`config.mk`:
```
export PLATFORM = sky130hd
export DESIGN_NAME = so3s_otfc_seq
export DESIGN_NICKNAME = d
export VERILOG_FILES = /design/src/rtl/rbr_pkg.sv /design/src/rtl/so3s_otfc_seq.sv
export SDC_FILE = /design/constraint.sdc
export NUM_CORES = 1
export LEC_CHECK = 0
export CELL_PAD_IN_SITES_DETAIL_PLACEMENT = 0
export CELL_PAD_IN_SITES_GLOBAL_PLACEMENT = 1
export CORE_UTILIZATION = 35
export CTS_CLUSTER_DIAMETER = 30
export DETAILED_ROUTE_END_ITERATION = 10
export DONT_BUFFER_PORTS = 1
export PLACE_DENSITY_LB_ADDON = 0.2
export SLEW_MARGIN = 20
export SYNTH_ARGS = -nofsm -noshare
export SYNTH_HDL_FRONTEND = slang
export SYNTH_SLANG_ARGS = --single-unit
```
`constraint.sdc`:
```
create_clock -name clk -period 2.8 [get_ports clk]
set_input_delay 0.56 -clock clk [delete_from_list [all_inputs] [get_ports clk]]
set_output_delay 0.56 -clock clk [all_outputs]
set_load 0.05 [all_outputs]
```
`src/rtl/rbr_pkg.sv`:
```
// rtl/rbr_pkg.sv - redundant binary representation types shared by the root datapath
package rbr_pkg;

    // Digit value is plus - minus; {0,0} and {1,1} both encode zero.
    typedef struct packed {
        logic plus;
        logic minus;
    } signed_digit;

endpackage

```
`src/rtl/so3s_otfc_seq.sv`:
```
// rtl/so3s_otfc_seq.sv - sequential on-the-fly converter for the SO3S online square root
// Keeps Q and QM = Q - ulp(j) live; every update is a single-bit OR or a register copy.
module so3s_otfc_seq #(
    parameter int N_DIGITS = 8,
    parameter int WIDTH    = N_DIGITS + 1,
    parameter int J_W      = $clog2(N_DIGITS)
) (
    input  logic                clk,
    input  logic                rst,
    input  logic                start,
    input  logic                digit_valid,
    input  rbr_pkg::signed_digit digit,
    output logic                digit_ready,
    output logic [WIDTH-1:0]    q,
    output logic [WIDTH-1:0]    qm,
    output logic [J_W-1:0]      j,
    output logic                busy,
    output logic [WIDTH-1:0]    result,
    output logic                result_valid
);

    typedef enum logic [1:0] {
        IDLE = 2'd0,
        RUN  = 2'd1,
        DONE = 2'd2
    } state_t;

    localparam logic [WIDTH-1:0] MINUS_ONE = {1'b1, {(WIDTH-1){1'b0}}};
    localparam logic [J_W-1:0]   J_LAST    = J_W'(N_DIGITS - 1);

    state_t           state, state_nx;
    logic [WIDTH-1:0] q_nx, qm_nx, result_nx;
    logic [WIDTH-1:0] q_acc, qm_acc, pos_bit;
    logic [J_W-1:0]   j_nx;
    logic             d_pos, d_neg;

    assign d_pos   = digit.plus & ~digit.minus;
    assign d_neg   = digit.minus & ~digit.plus;
    // Weight of the digit being accepted: 2^-(j+1) in the fixed-point frame.
    assign pos_bit = WIDTH'(1) << (J_LAST - j);

    assign digit_ready  = (state == RUN);
    assign busy         = (state == RUN);
    assign result_valid = (state == DONE);

    always_comb begin
        q_acc  = q;
        qm_acc = qm;
        if (d_pos) begin
            q_acc  = q | pos_bit;
            qm_acc = q;
        end else if (d_neg) begin
            q_acc  = qm | pos_bit;
        end else begin
            qm_acc = qm | pos_bit;
        end
    end

    always_comb begin
        state_nx  = state;
        q_nx      = q;
        qm_nx     = qm;
        j_nx      = j;
        result_nx = result;
        case (state)
            IDLE: begin
                if (start) begin
                    q_nx     = '0;
                    qm_nx    = MINUS_ONE;
                    j_nx     = '0;
                    state_nx = RUN;
                end
            end
            RUN: begin
                // An abort wins over a digit presented in the same cycle.
                if (start) begin
                    q_nx  = '0;
                    qm_nx = MINUS_ONE;
                    j_nx  = '0;
                end else if (digit_valid) begin
                    q_nx  = q_acc;
                    qm_nx = qm_acc;
                    if (j == J_LAST) begin
                        result_nx = q_acc;
                        state_nx  = DONE;
                    end else begin
                        j_nx = j + J_W'(1);
                    end
                end
            end
            DONE: begin
                if (start) begin
                    q_nx     = '0;
                    qm_nx    = MINUS_ONE;
                    j_nx     = '0;
                    state_nx = RUN;
                end else begin
                    state_nx = IDLE;
                end
            end
            default: state_nx = IDLE;
        endcase
    end

    always_ff @(posedge clk) begin
        if (rst) begin
            state  <= IDLE;
            q      <= '0;
            qm     <= '0;
            j      <= '0;
            result <= '0;
        end else begin
            state  <= state_nx;
            q      <= q_nx;
            qm     <= qm_nx;
            j      <= j_nx;
            result <= result_nx;
        end
    end

endmodule

```
==> results.md, run 1 <==
- Ranked by total cell area, the synthesized netlist is headed by sky130_fd_sc_hd__dfxtp_1 (38%), sky130_fd_sc_hd__nand2b_1 (5.9%), sky130_fd_sc_hd__mux2i_1 (4.7%).
- The final design area excluding fillers is approximately 0.0018 mm^2.
- 0 antenna diodes ended up in the layout.
- The synthesized cell area is roughly 0.0017 mm^2.
- The peak fanout along the critical path is 6.
- The detailed-route wire length is 4330 um.
- Synthesis instantiated 36 different standard cells from the library.
- Global routing finished with a remaining overflow of 0.
- The die extent in y is 71.6 um.
- Clock skew on the completed layout was measured at around 0.0087 ns.
- The number of top-level pins is 39.
- The clock-pin transition on the worst setup and hold timing paths is 0.08 ns.
- Entering global routing, the biggest net connects 33 pins.
- The power density over the cells is 554 mW/mm^2.
- After floorplanning, the core was sized to cover 0.00450 mm^2.
- Buffers added to address setup during post-CTS repair amount to 0.
- The worst vdd rail ir drop is 0.325 mV.
- The number of inserted filler cells in the final layout is 453.
- The synthesized design devotes to its leading area cell type 37.8% of total area.
- Summed over all nets, the half-perimeter wirelength after detailed placement is 3040 um.
- The number of setup violations in the final report is 0.
- The post-synth net total is 202.
- The most used flip-flop cell after synthesis is sky130_fd_sc_hd__dfxtp_1.
- The initial antenna violation count is 0.
- The number of buffers added on ports is 0.
- Setup repair after global routing left no endpoint under its margin.
- The floorplan has 24 rows.
- The total number of clock tree sinks is 32.
- The share of synthesized area occupied by flip-flops and latches is roughly 38%.
- In this run the number of H-tree levels came out at 2.
- The minimum period implied by the final worst setup slack is 1.98 ns.
- At the later pin of the worst-skew pair, clock insertion delay measures 0.29 ns.
- Of the available clock period, the critical path in the final layout requires 70.7%.
- The critical path is of the flop to flop type.
- At the pin with the least slew margin, the transition time is 0.720 ns.
- The warning count from the yosys run is 0.
- The mean instance size in the synthesized netlist is 8.92 um^2.
- TritonCTS built the clock tree.
- The die covers 0.00512 mm^2.
- The number of detailed-route iterations in the first pass is 4.
- The share of layout cells above drive strength 1 is under 10%.
- The number of DRC violations after detailed-routing iteration 0 is 103.
- Synthesis produced 190 cells.
- Max-cap violations in this run came to 0.
- In this run the remaining antenna-violating nets after routing total 0.
- The final sum of negative setup slack is 0 ns.
- The max-slew violation count was 0.
- The endpoint kind of the worst setup timing path is a flop.
- The worst min-delay path class is primary input to flop.
- The root buffer cell chosen for the clock tree is sky130_fd_sc_hd__clkbuf_8.
- Global routing used between 15 and 20% of the available tracks.
- The post-cts resize count is 0.
- The initial utilization of the core area, before any placement, comes to 37.6%.
- The per-cell routed wire length is 17.7 um.
- Dividing the detail-routed via count by the number of cells gives 5.74.
- The cell type with the highest aggregate area in the netlist is sky130_fd_sc_hd__dfxtp_1.
- The number of DRC violations after detailed routing is 0.
- The achievable frequency is a little over 500 MHz.
- The routed layout has 1407 vias.
- The synthesis-stage register bit count is 32.
- The overall power consumption is 1020 uW.
- The number of global-route vias before repair is between 1000 and 1500.
- The flow ran to the end, and the final reports show no timing, DRC or antenna violations.
- The total placed instance area is 0.00173 mm^2.
- The max-slew headroom at the worst pin is roughly 52%.
- The first global-routing pass estimated 7110 um of wire.
- The async set or reset register ratio after synthesis is 0%.
- The final layout contains 204 nets.
- The die is a little over 70 um wide.
- The data arrival time of the critical path is between 2 and 2.5 ns.
- The count of final hold-check violations is 0.
- The congestion estimate from routability-driven global placement came to 0.808.
- The analysis attributes to cell leakage a power of 0.000698 uW.
- The deepest clock path buffer count is 2.
- From synthesis to final layout, the design area changed by 8.86%.
- At the worst endpoint, the required time is 3.04 ns.
- The synthesized design contains 0 enable-type register cells.
- The startpoint kind of the worst setup timing path is a flop.
- Counting the buffers created by CTS gives 5.
- The quantity of hold-fixing buffers added after cts is 0.
==> flip-flops by register name, summed over array words and instances, names as in the netlist <==
| signal | flops |
|---|---|
| q | 9 |
| qm | 9 |
| result | 9 |
| j | 3 |
| state | 2 |
==> report_power, final <==
part | total, uW | switching, uW | internal [uW]
registers | 485 | 24.4 | 461
clock network | 447 | 184 | 263
logic | 88.6 | 55.9 | 32.7
total | 1020 | 265 | 757
==> path summary, 6_finish.rpt <==
path                                             from                      to  slack, ns  cells past startpoint
worst min-delay path                              rst  result[6]$_SDFFE_PP0P_       0.33                      1
worst max-delay path                j[1]$_SDFFE_PP0P_       j[0]$_SDFFE_PP0P_       0.82                      7
worst min register to register  state[1]$_SDFFE_PP0P_   state[0]$_SDFFE_PP0P_       0.56                      1
worst max register to register      j[1]$_SDFFE_PP0P_       j[0]$_SDFFE_PP0P_       0.82                      7
==> cells in the mapped netlist, types with 2 or more instances <==
cell type,instances
sky130_fd_sc_hd__a21oi_1,15
sky130_fd_sc_hd__mux2i_1,8
sky130_fd_sc_hd__nand3_1,3
sky130_fd_sc_hd__buf_4,4
sky130_fd_sc_hd__and2_1,2
sky130_fd_sc_hd__nor2_1,13
sky130_fd_sc_hd__nand2b_1,16
sky130_fd_sc_hd__ha_1,6
sky130_fd_sc_hd__a22o_1,5
sky130_fd_sc_hd__a211o_1,6
sky130_fd_sc_hd__buf_6,2
sky130_fd_sc_hd__o21ai_0,2
sky130_fd_sc_hd__o22ai_1,6
sky130_fd_sc_hd__clkbuf_1,3
sky130_fd_sc_hd__inv_1,4
sky130_fd_sc_hd__buf_2,2
sky130_fd_sc_hd__o2bb2ai_1,5
sky130_fd_sc_hd__a32oi_1,2
sky130_fd_sc_hd__o31ai_1,2
sky130_fd_sc_hd__nand2_1,19
sky130_fd_sc_hd__o211ai_1,7
sky130_fd_sc_hd__dfxtp_1,32
sky130_fd_sc_hd__nor2b_1,6
sky130_fd_sc_hd__nand3b_1,8
==> cells by family (layout without fill, tap and decap cells) <==
kind of cell / after synthesis / count (layout) / synth area share, %
flip-flops: 32 / 32 / 37.8
AO/OA/AOI/OAI: 56 / 56 / 23.3
AND/OR/NAND/NOR: 71 / 71 / 22.8
buffers and inverters: 15 / 18 / 5.24
XOR/XNOR: 1 / 1 / 0.960
adder cells (fa/ha/maj): 6 / 6 / 4.43
multiplexers: 9 / 9 / 5.39
==> cell type report <==
class | instances | area [um^2] | area share, %
multi-input combinational | 143 | 967 | 52.4
sequential | 32 | 641 | 34.7
clock buffer | 5 | 68.8 | 3.73
tap | 52 | 65.1 | 3.53
timing repair buffer | 6 | 45.0 | 2.44
clock inverter | 3 | 42.5 | 2.31
inverter | 4 | 15.0 | 0.814
==> cells in the final DEF, fill, tap and decap left out, drive strengths merged, types with 4 or more instances in the layout <==
| cell type | n |
|---|---|
| inv | 4 |
| a211o | 6 |
| nand3b | 8 |
| o211ai | 7 |
| a22o | 5 |
| nand2b | 16 |
| a21oi | 15 |
| nor2 | 13 |
| o22ai | 6 |
| clkbuf | 5 |
| o2bb2ai | 5 |
| nor2b | 6 |
| ha | 6 |
| mux2i | 8 |
| dfxtp | 32 |
| nand2 | 19 |
| nand3 | 4 |
| buf | 6 |
==> per-layer routing <==
layer  up-vias  GRT usage, %  part of all wire, %
li1        689             -                    -
met1       660          25.4                   47
met2        51          27.1                   44
met3         7          5.77                  8.0
met4         0          6.54                  1.6
met5         -             0                    0
==> worst max-delay path, stage by stage, from the launching register on <==
cell,delay [ns]
sky130_fd_sc_hd__dfxtp_1,0.31
sky130_fd_sc_hd__buf_4,0.21
sky130_fd_sc_hd__ha_1,0.27
sky130_fd_sc_hd__ha_1,0.28
sky130_fd_sc_hd__and3b_1,0.19
sky130_fd_sc_hd__o21ai_0,0.30
sky130_fd_sc_hd__nor2b_1,0.21
sky130_fd_sc_hd__mux2_2,0.16
==> stage by stage <==
stage	setup WS [ns]	util [%]	hold slack, ns	instances
global placement	0.914	38.5	0.554	237
global route	0.686	40.9	0.322	245
floorplan	0.697	-	0.490	190
detailed placement	0.872	38.5	0.547	237
CTS	0.835	40.9	0.322	245
finish	0.820	40.9	0.333	245
No activity file was read; power rests on OpenSTA's default activity.
==> inputs of run 2 (changes only) <==
- ABC_AREA: unset -> 1
- clock period: 2.8 -> 2 ns (I/O delays scaled with it)
==> run 2 against run 1 <==
  * Setup slack worse by 0.44 ns
  * Routed wire length up 13%
  * Die area up 2.9%
  * Largest cell class unchanged
==> results.md, run 2 <==
- The async set or reset register ratio after synthesis came to 0% (unchanged).
- The area of the core was 0.00475 mm^2 (was 0.00450 mm^2).
- The sequential fraction of design power came to 46.7% (was 47.5%).
- The endpoint kind of the worst setup timing path is an output port (was flop).
- The number of enable-type register cells in the synthesized netlist is 0 (unchanged).
- The floorplan die width is 72.6 um (was 71.6 um).
- The number of setup violations in the final report came to 0 (unchanged).
- List of most frequent post-synthesis cells: sky130_fd_sc_hd__nand2_1 (52), sky130_fd_sc_hd__nor2_1 (42), sky130_fd_sc_hd__dfxtp_1 (32), sky130_fd_sc_hd__o21ai_0 (26) (was sky130_fd_sc_hd__dfxtp_1 (32), sky130_fd_sc_hd__nand2_1 (19), sky130_fd_sc_hd__nand2b_1 (16), sky130_fd_sc_hd__a21oi_1 (15), sky130_fd_sc_hd__nor2_1 (13)).
- The setup slack of the critical path after layout is 0.383 ns (was 0.820 ns).
- The number of global-route vias before repair is 1533 (was 1356).
- The switching component of the power is 473 uW (was 265 uW).
- The mean instance size in the synthesized netlist is 6.71 um^2 (was 8.92 um^2).
- Static timing analysis puts the maximum clock frequency at 618 MHz.
- The post-CTS setup-driven buffer insertion count came to 0 (unchanged).
- Commonest cells after routing, fill and taps aside: sky130_fd_sc_hd__nand2_1 (52), sky130_fd_sc_hd__nor2_1 (42), sky130_fd_sc_hd__dfxtp_1 (32) (was sky130_fd_sc_hd__dfxtp_1 (32), sky130_fd_sc_hd__nand2_1 (19), sky130_fd_sc_hd__nand2b_1 (16)).
- The CTS root buffer is sky130_fd_sc_hd__clkbuf_8 (unchanged).
- The adder and majority cell fraction of the synthesized area was 4.30% (was 4.43%).
- The category of the critical setup timing path is flop to output port (was flop to flop).
- The peak fanout along the critical path was 6 (unchanged).
- The detailed-route wire length is 4880 um (was 4330 um).
- The number of vias in the routed layout was 1711 (was 1407).
- The worst vdd rail ir drop is 0.308 mV (was 0.325 mV).
- The worst clock skew on the final layout is 0.00297 ns (was 0.00870 ns).
- The number of inserted filler cells in the final layout is 536 (was 453).
- The worst hold endpoint was q[5]$_SDFFE_PP0P_ (was result[6]$_SDFFE_PP0P_).
- The number of DRC violations after detailed-routing iteration 0 is 60 (was 103).
- The multi-input logic area is 956 um^2 (was 967 um^2).
- The non-filler instance count after layout is 343 (was 245).
- The post-synthesis compound-gate area fraction was 17.1% (was 23.3%).
- The global route total overflow was 0 (unchanged).
- The residual antenna-violating net count after detailed routing came to 0 (unchanged).
- The antenna cell count is 0 (unchanged).
- The final sum of negative setup slack came to 0 ns (unchanged).
- The global-route wire length before repair was 7830 um (was 7110 um).
- The global routing usage summed across all routing layers is 20.2% (was 18.4%).
- The die extent in y came to 72.6 um (was 71.6 um).
- The max-slew headroom at the worst pin is 57.5% (was 51.8%).
- The data arrival time of the critical path is 1.22 ns (was 2.22 ns).
- The count of final hold-check violations is 0 (unchanged).
- The depth of the worst hold-timing path is 1 (unchanged).
- The total number of H-tree levels is 2 (unchanged).
- The area fraction of the dominant cell type after synthesis is 36.7% (was 37.8%).
- The max-slew violation count came to 0 (unchanged).
- The post-synthesis mux area share is 0% (was 5.39%).
- The clock latency reported for the late side of the worst-skew pair is 0.29 ns (about the same).
- The clock network fraction of total power was 35.7% (was 43.8%).
- The required time of the worst setup path came to 1.60 ns (was 3.04 ns).
- Leading post-synthesis cells by cell area: sky130_fd_sc_hd__dfxtp_1 (37%), sky130_fd_sc_hd__nand2_1 (11%), sky130_fd_sc_hd__nor2_1 (9.0%) (was sky130_fd_sc_hd__dfxtp_1 (38%), sky130_fd_sc_hd__nand2b_1 (5.9%), sky130_fd_sc_hd__mux2i_1 (4.7%)).
- The quantity of hold-fixing buffers added after cts is 0 (unchanged).
- The internal power consumption is 1000 uW (was 757 uW).
- The worst reg-to-reg setup slack came to 0.48 ns (was 0.82 ns).
- The most common cell after layout, fill and taps aside is sky130_fd_sc_hd__nand2_1 (was sky130_fd_sc_hd__dfxtp_1).
- The number of top-level pins is 39 (unchanged).
- The number of DRC violations after detailed routing is 0 (unchanged).
- The per-cell via count in the routed design is 4.99 (was 5.74).
- The cell type with the highest aggregate area in the netlist is sky130_fd_sc_hd__dfxtp_1 (unchanged).
- The number of placed cells counting well taps is 335 (was 237).
- The power density over the cells is 739 mW/mm^2 (was 554 mW/mm^2).
- The per-cell routed wire length came to 14.2 um (was 17.7 um).
- The startpoint kind of the worst setup timing path is a flop (unchanged).
- The synthesized-area fraction occupied by and/or/nand/nor cells came to 33.4% (was 22.8%).
- The minimum period implied by the final worst setup slack is approximately 1.6 ns.
- The worst flop-to-flop path startpoint is j[0]$_SDFFE_PP0P_ (was j[1]$_SDFFE_PP0P_).
- The dominant combinational cell family by area after synthesis is simple AND/OR/NAND/NOR gates (was compound AO/OA/AOI/OAI gates).
- The number of detailed-route iterations in the first pass came to 4 (unchanged).
- The instance count of the mapped netlist is 260 (was 190).
- Outcome: completed (unchanged).
- The clock-pin transition on the worst setup and hold timing paths came to 0.07 ns (was 0.08 ns).
- The xor and xnor fraction of the mapped netlist area is 0% (was 0.960%).
- The initial antenna violation count was 0 (unchanged).
- The TritonCTS clock tree is built (unchanged).
- The largest net degree at the start of global routing is 22 (was 33).
- RSZ-0062 raised after global routing: false (unchanged).
- The warning count from the yosys run is 0 (unchanged).
- The total number of clock tree sinks is 32 (unchanged).
- The critical register-to-register path endpoint is qm[0]$_SDFFE_PP0P_ (was j[0]$_SDFFE_PP0P_).
- The deepest clock path buffer count is 2 (unchanged).
- The synthesis-stage register bit count was 32 (unchanged).
- The number of buffers added on ports is 0 (unchanged).
- The dominant register cell in the synthesized netlist is sky130_fd_sc_hd__dfxtp_1 (unchanged).
- The share of layout cells above drive strength 1 came to 13.0% (was 9.84%).
- The count of max-cap constraint violations is 0 (unchanged).
- The post-cts resize count is 0 (unchanged).
- The sum of net half-perimeters after detailed placement is 3520 um (was 3040 um).
- The post-synth net total is 272 (was 202).
- The combinational group share of total power is 17.6% (was 8.7%).
- Of the available clock period, the critical path in the final layout requires 80.9%.
- The share of synthesized area occupied by flip-flops and latches is 36.7% (was 37.8%).
- The slew of the pin with the lowest slew margin came to 0.636 ns (was 0.720 ns).
- The worst min-delay path class is primary input to flop (unchanged).
- The static leakage power is 0.000861 uW (was 0.000698 uW).
- The fraction of power spent switching nets is 32.0% (was 25.9%).
- Largest registers: q: 9 flops, qm: 9 flops, result: 9 flops (unchanged).
- The library cell with the highest instance count after synthesis is sky130_fd_sc_hd__nand2_1 (was sky130_fd_sc_hd__dfxtp_1).
- The die footprint was 0.00527 mm^2 (was 0.00512 mm^2).
- The post-layout net count is 287 (was 204).
- The number of distinct library cells after synthesis is 25 (was 36).
- The starting utilization of the core area came to 36.7% (was 37.6%).
- The area growth from synthesis to layout is 14.6% (was 8.86%).
- The final weighted congestion of routability-driven global placement was 0.820 (was 0.808).
- The worst-case setup slack after placement is 0.421 ns (was 0.872 ns).
- The worst-case reg-to-reg path depth was 8 (was 7).
- The area used by sequential logic in the layout is 641 um^2 (unchanged).
- The number of clock buffers inserted by TritonCTS came to 5 (unchanged).
- The startpoint of the worst hold path is rst (unchanged).
- The synthesized cell area is 0.00174 mm^2 (was 0.00169 mm^2).
- The number of placement rows came to 25 (was 24).
==> run 2: changes by cell type in the layout (fill, tap and decap cells not counted), moves of 10 or more <==
cell,delta
sky130_fd_sc_hd__nand2_1,+33
sky130_fd_sc_hd__nor2_1,+29
sky130_fd_sc_hd__o21ai_0,+24
sky130_fd_sc_hd__inv_1,+21
sky130_fd_sc_hd__nand3_1,+20
sky130_fd_sc_hd__nand2b_1,-16
sky130_fd_sc_hd__buf_4,+11
sky130_fd_sc_hd__a21oi_1,+10
==> run 2: per-stage QoR <==
stage | power, uW | utilization (%) | instance area (um^2) | hold slack, ns
after floorplan | 899 | - | 1740 | 0.477
after CTS | 1490 | 42.0 | 2000 | 0.167
after detailed placement | 967 | 40.1 | 1910 | 0.474
after global placement | 967 | 40.1 | 1910 | 0.472
final | 1480 | 42.0 | 2000 | 0.173
after global routing | 1560 | 42.0 | 2000 | 0.154
==> run 2: logic make-up (layout without fill, tap and decap cells) <==
kind of cell             count (synthesis)  after routing
adder cells (fa/ha/maj)                  6              6
buffers and inverters                   35             51
flip-flops                              32             32
AND/OR/NAND/NOR                        132            132
AO/OA/AOI/OAI                           55             55
==> run 2: critical path: stages, from the launching register on <==
cell and delay [ns]:
sky130_fd_sc_hd__dfxtp_1 0.44, sky130_fd_sc_hd__inv_2 0.10, sky130_fd_sc_hd__nor2_4 0.10, sky130_fd_sc_hd__buf_4 0.29
==> run 2: metal layers <==
layer | routed length (um) | part of all wire [%] | global-route usage (%)
met1 | 2240 | 46 | 25.3
met2 | 2330 | 48 | 33.9
met3 | 262 | 5.4 | 5.66
met4 | 46 | 0.94 | 5.88
met5 | 0 | 0 | 0
==> run 2: how the worst max path moves through the flow <==
| stage | cells after the start | slack, ns | from | end |
|---|---|---|---|---|
| after floorplan | 8 | 0.24 | j[2]$_SDFFE_PP0P_ | result[4]$_SDFFE_PP0P_ |
| after global placement | 7 | 0.46 | digit[0] | qm[6]$_SDFFE_PP0P_ |
| after detailed placement | 6 | 0.42 | start | qm[7]$_SDFFE_PP0P_ |
| after CTS | 3 | 0.38 | state[0]$_SDFFE_PP0P_ | digit_ready |
| after global routing | 3 | 0.30 | state[0]$_SDFFE_PP0P_ | busy |
| final | 3 | 0.38 | state[0]$_SDFFE_PP0P_ | digit_ready |
==> run 2: power groups by stage <==
stage,sequential (uW),clock [uW],combinational [uW]
after floorplan,752,0,148
after global placement,705,0,262
after global routing,692,577,290
final,690,527,261
after CTS,690,541,263
after detailed placement,705,0,262
==> run 2: final cells by class <==
type	count	area share, %
clock inverter	2	0.501
clock buffer	6	4.13
sequential	32	32.1
timing repair buffer	17	6.39
multi-input combinational	193	47.8
inverter	26	4.88
tap	67	4.20
==> inputs of run 3 (changes only) <==
- ABC_AREA: 1 -> 0
- clock period: 2 -> 1.5 ns (I/O delays scaled with it)
==> run 3 against run 2 <==
  * Setup slack worse by 0.35 ns
  * Critical path depth increased by 3
  * Register-to-register slack lost 0.45 ns
  * First-iteration DRC count up 45%
  * Total power is 27% higher
  * Utilization grew 5.7 points
  * Die area shrank 2.8%
  * Critical endpoint is now j[0]$_SDFFE_PP0P_
==> results.md, run 3 (synthesis results as in run 1) <==
- The area used by sequential logic in the layout is 652 um^2 (was 641 um^2).
- The fraction of power spent switching nets is 26.4% (was 32.0%).
- The worst vdd rail ir drop is 0.461 mV (was 0.308 mV).
- The antenna cell count is 0 (unchanged).
- The post-layout net count is 236 (was 287).
- The number of inserted filler cells in the final layout came to 456 (was 536).
- The worst reg-to-reg setup slack was 0.03 ns (was 0.48 ns).
- The detailed-route wire length came to 4630 um (was 4880 um).
- The largest net degree at the start of global routing was 33 (was 22).
- RSZ-0062 raised after global routing: true (was false).
- Largest registers: q: 9 flops, qm: 9 flops, result: 9 flops (unchanged).
- The critical register-to-register path endpoint was j[0]$_SDFFE_PP0P_ (was qm[0]$_SDFFE_PP0P_).
- The number of global-route vias before repair is 1583 (was 1533).
- The internal power consumption was 1380 uW (was 1000 uW).
- The per-cell via count in the routed design is 5.65 (was 4.99).
- The combinational group share of total power is 12.9% (was 17.6%).
- The worst flop-to-flop path startpoint was j[0]$_SDFFE_PP0P_ (unchanged).
- The max-slew violation count is 0 (unchanged).
- The multi-input logic area is 0.00102 mm^2 (was 956 um^2).
- The max-slew headroom at the worst pin is 65.8% (was 57.5%).
- The final weighted congestion of routability-driven global placement came to 0.812 (was 0.820).
- The endpoint kind of the worst setup timing path was a flop (was output port).
- The startpoint of the worst hold path is rst (unchanged).
- Timing would allow up to 681 MHz.
- The number of detailed-route iterations in the first pass was 4 (unchanged).
- The overall power consumption is 1870 uW (was 1480 uW).
- The worst clock skew on the final layout was 0.00857 ns (was 0.00297 ns).
- The non-filler instance count after layout was 277 (was 343).
- The count of max-cap constraint violations is 0 (unchanged).
- The number of setup violations in the final report is 0 (unchanged).
- The startpoint kind of the worst setup timing path is a flop (unchanged).
- The TritonCTS clock tree is built (unchanged).
- The most common cell after layout, fill and taps aside is sky130_fd_sc_hd__buf_4 (was sky130_fd_sc_hd__nand2_1).
- The sequential fraction of design power is 46.4% (was 46.7%).
- The clock network fraction of total power is 40.7% (was 35.7%).
- The number of vias in the routed layout is 1564 (was 1711).
- The minimum period implied by the final worst setup slack is about 1.5 ns.
- The die footprint came to 0.00512 mm^2 (was 0.00527 mm^2).
- The category of the critical setup timing path is flop to flop (was flop to output port).
- The worst-case reg-to-reg path depth came to 6 (was 8).
- The delay of the slowest cell on the worst path came to 0.36 ns (was 0.44 ns).
- The area of the core is 0.00450 mm^2 (was 0.00475 mm^2).
- The starting utilization of the core area is 37.6% (was 36.7%).
- The die extent in y was 71.6 um (was 72.6 um).
- The static leakage power is 0.000876 uW (was 0.000861 uW).
- The share of layout cells above drive strength 1 was 26.2% (was 13.0%).
- The sum of net half-perimeters after detailed placement is 3450 um (was 3520 um).
- The number of clock buffers inserted by TritonCTS is 5 (unchanged).
- The quantity of hold-fixing buffers added after cts is 0 (unchanged).
- The number of DRC violations after detailed-routing iteration 0 came to 87 (was 60).
- The worst hold endpoint is q[8]$_SDFFE_PP0P_ (was q[5]$_SDFFE_PP0P_).
- The slew of the pin with the lowest slew margin is 0.513 ns (was 0.636 ns).
- The clock-pin transition on the worst setup and hold timing paths was 0.07 ns (about the same).
- The total number of H-tree levels was 2 (unchanged).
- The number of placement rows was 24 (was 25).
- The worst min-delay path class is primary input to flop (unchanged).
- The area growth from synthesis to layout is 26.9% (was 14.6%).
- Commonest cells after routing, fill and taps aside: sky130_fd_sc_hd__buf_4 (37), sky130_fd_sc_hd__dfxtp_1 (29), sky130_fd_sc_hd__nand2_1 (18) (was sky130_fd_sc_hd__nand2_1 (52), sky130_fd_sc_hd__nor2_1 (42), sky130_fd_sc_hd__dfxtp_1 (32)).
- The residual antenna-violating net count after detailed routing was 0 (unchanged).
- The depth of the worst hold-timing path is 1 (unchanged).
- The clock latency reported for the late side of the worst-skew pair is 0.29 ns (about the same).
- The floorplan die width was 71.6 um (was 72.6 um).
- The worst path uses 97.9% of the clock period.
- The initial antenna violation count is 0 (unchanged).
- The number of top-level pins is 39 (unchanged).
- The global-route wire length before repair is 7540 um (was 7830 um).
- The global route total overflow came to 0 (unchanged).
- Outcome: completed (unchanged).
- The total placed instance area was 0.00202 mm^2 (was 0.00191 mm^2).
- The switching component of the power came to 493 uW (was 473 uW).
- The global routing usage summed across all routing layers is 19.4% (was 20.2%).
- The deepest clock path buffer count was 2 (unchanged).
- The final design area excluding fillers is 0.00215 mm^2 (was 0.00200 mm^2).
- The per-cell routed wire length is 16.7 um (was 14.2 um).
- Cells traversed along the worst timing path: ha_4 -> ha_4 -> and3b_1 -> o21ai_2 -> nor2b_4 -> mux2_4 (was inv_2 -> nor2_4 -> buf_4).
- The data arrival time of the critical path came to 1.65 ns (was 1.22 ns).
- The cell with the largest stage delay on the worst path is sky130_fd_sc_hd__dfxtp_4 (was sky130_fd_sc_hd__dfxtp_1).
- The power density over the cells came to 870 mW/mm^2 (was 739 mW/mm^2).
- The count of final hold-check violations was 0 (unchanged).
- The number of DRC violations after detailed routing is 0 (unchanged).
- The total number of clock tree sinks came to 32 (unchanged).
- The peak fanout along the critical path is 4 (was 6).
- By instance count, the cell type seen most on the critical path is sky130_fd_sc_hd__ha_4.
- The number of buffers added on ports is 0 (unchanged).
- The required time of the worst setup path is 1.68 ns (was 1.60 ns).
- The CTS root buffer is sky130_fd_sc_hd__clkbuf_8 (unchanged).
- The fraction of the core area covered by cells at the end of the flow is 47.7% (was 42.0%).
- The number of placed cells counting well taps is 268 (was 335).
[run 3: cell types whose count changed in the layout (fill, tap and decap cells not counted), sizes merged, moves of 6 or more]
| cell | delta |
|---|---|
| o211ai | +7 |
| nand2b | +16 |
| o22ai | +6 |
| a211o | +6 |
| nand3 | -19 |
| a21oi | -11 |
| nand2 | -35 |
| buf | +21 |
| o21ai | -26 |
| mux2i | +8 |
| nand3b | +8 |
| nor2b | +6 |
| inv | -22 |
| nor2 | -34 |
[run 3: power by group through the flow]
stage	Clock [uW]	Combinational, uW	Sequential (uW)
2_1_floorplan	0	150	918
3_3_place_gp	0	232	885
3_5_place_dp	0	236	886
4_1_cts	777	237	866
5_1_grt	805	258	868
6_report	761	242	867
[run 3: layout make-up]
type | instances | area share [%]
clock buffers | 7 | 4.54
clock inverters | 1 | 0.233
flip-flops and latches | 32 | 30.3
inverters | 4 | 0.698
repair buffers | 38 | 13.9
well taps | 52 | 3.03
multi-input cells | 143 | 47.3
[run 3: worst max path at each step]
stage / from / to / slack [ns] / cells after the start
after floorplan: j[1]$_SDFFE_PP0P_ / j[0]$_SDFFE_PP0P_ / -0.02 / 6
after global placement: j[1]$_SDFFE_PP0P_ / j[0]$_SDFFE_PP0P_ / 0.05 / 6
after detailed placement: j[1]$_SDFFE_PP0P_ / j[0]$_SDFFE_PP0P_ / 0.02 / 6
after CTS: j[1]$_SDFFE_PP0P_ / j[0]$_SDFFE_PP0P_ / 0.004 / 6
after global routing: j[0]$_SDFFE_PP0P_ / j[0]$_SDFFE_PP0P_ / -0.02 / 6
final: j[0]$_SDFFE_PP0P_ / j[0]$_SDFFE_PP0P_ / 0.03 / 6
[run 3: repair_timing]
action / in CTS / in global routing
setup buffers: 0 / 1
resized for setup: 0 / 6
endpoints found under the setup margin: 0 / 4
[run 3: per-layer routing]
metal / up-vias / part of all wire, % / global-route usage (%)
li1: 754 / - / -
met1: 755 / 45 / 24.5
met2: 48 / 47 / 32.6
met3: 7 / 6.3 / 4.64
met4: 0 / 1.4 / 6.54
met5: - / 0 / 0
[run 3: metrics by stage]
step	setup slack [ns]	setup TNS (ns)	hold WS [ns]
CTS	0.00356	0	0.0667
global placement	0.0472	0	0.374
floorplan	-0.0246	-0.0246	0.496
detailed placement	0.0194	0	0.378
global route	-0.0217	-0.0242	0.0682
finish	0.0310	0	0.0774
[run 3: worst max-delay path, delay by kind of cell, from the launching register on]
kind	cells	cell delay (ns)
flops	1	0.36
fa+ha+maj	2	0.33
mux	1	0.25
compound gates	1	0.08
simple gates	2	0.34
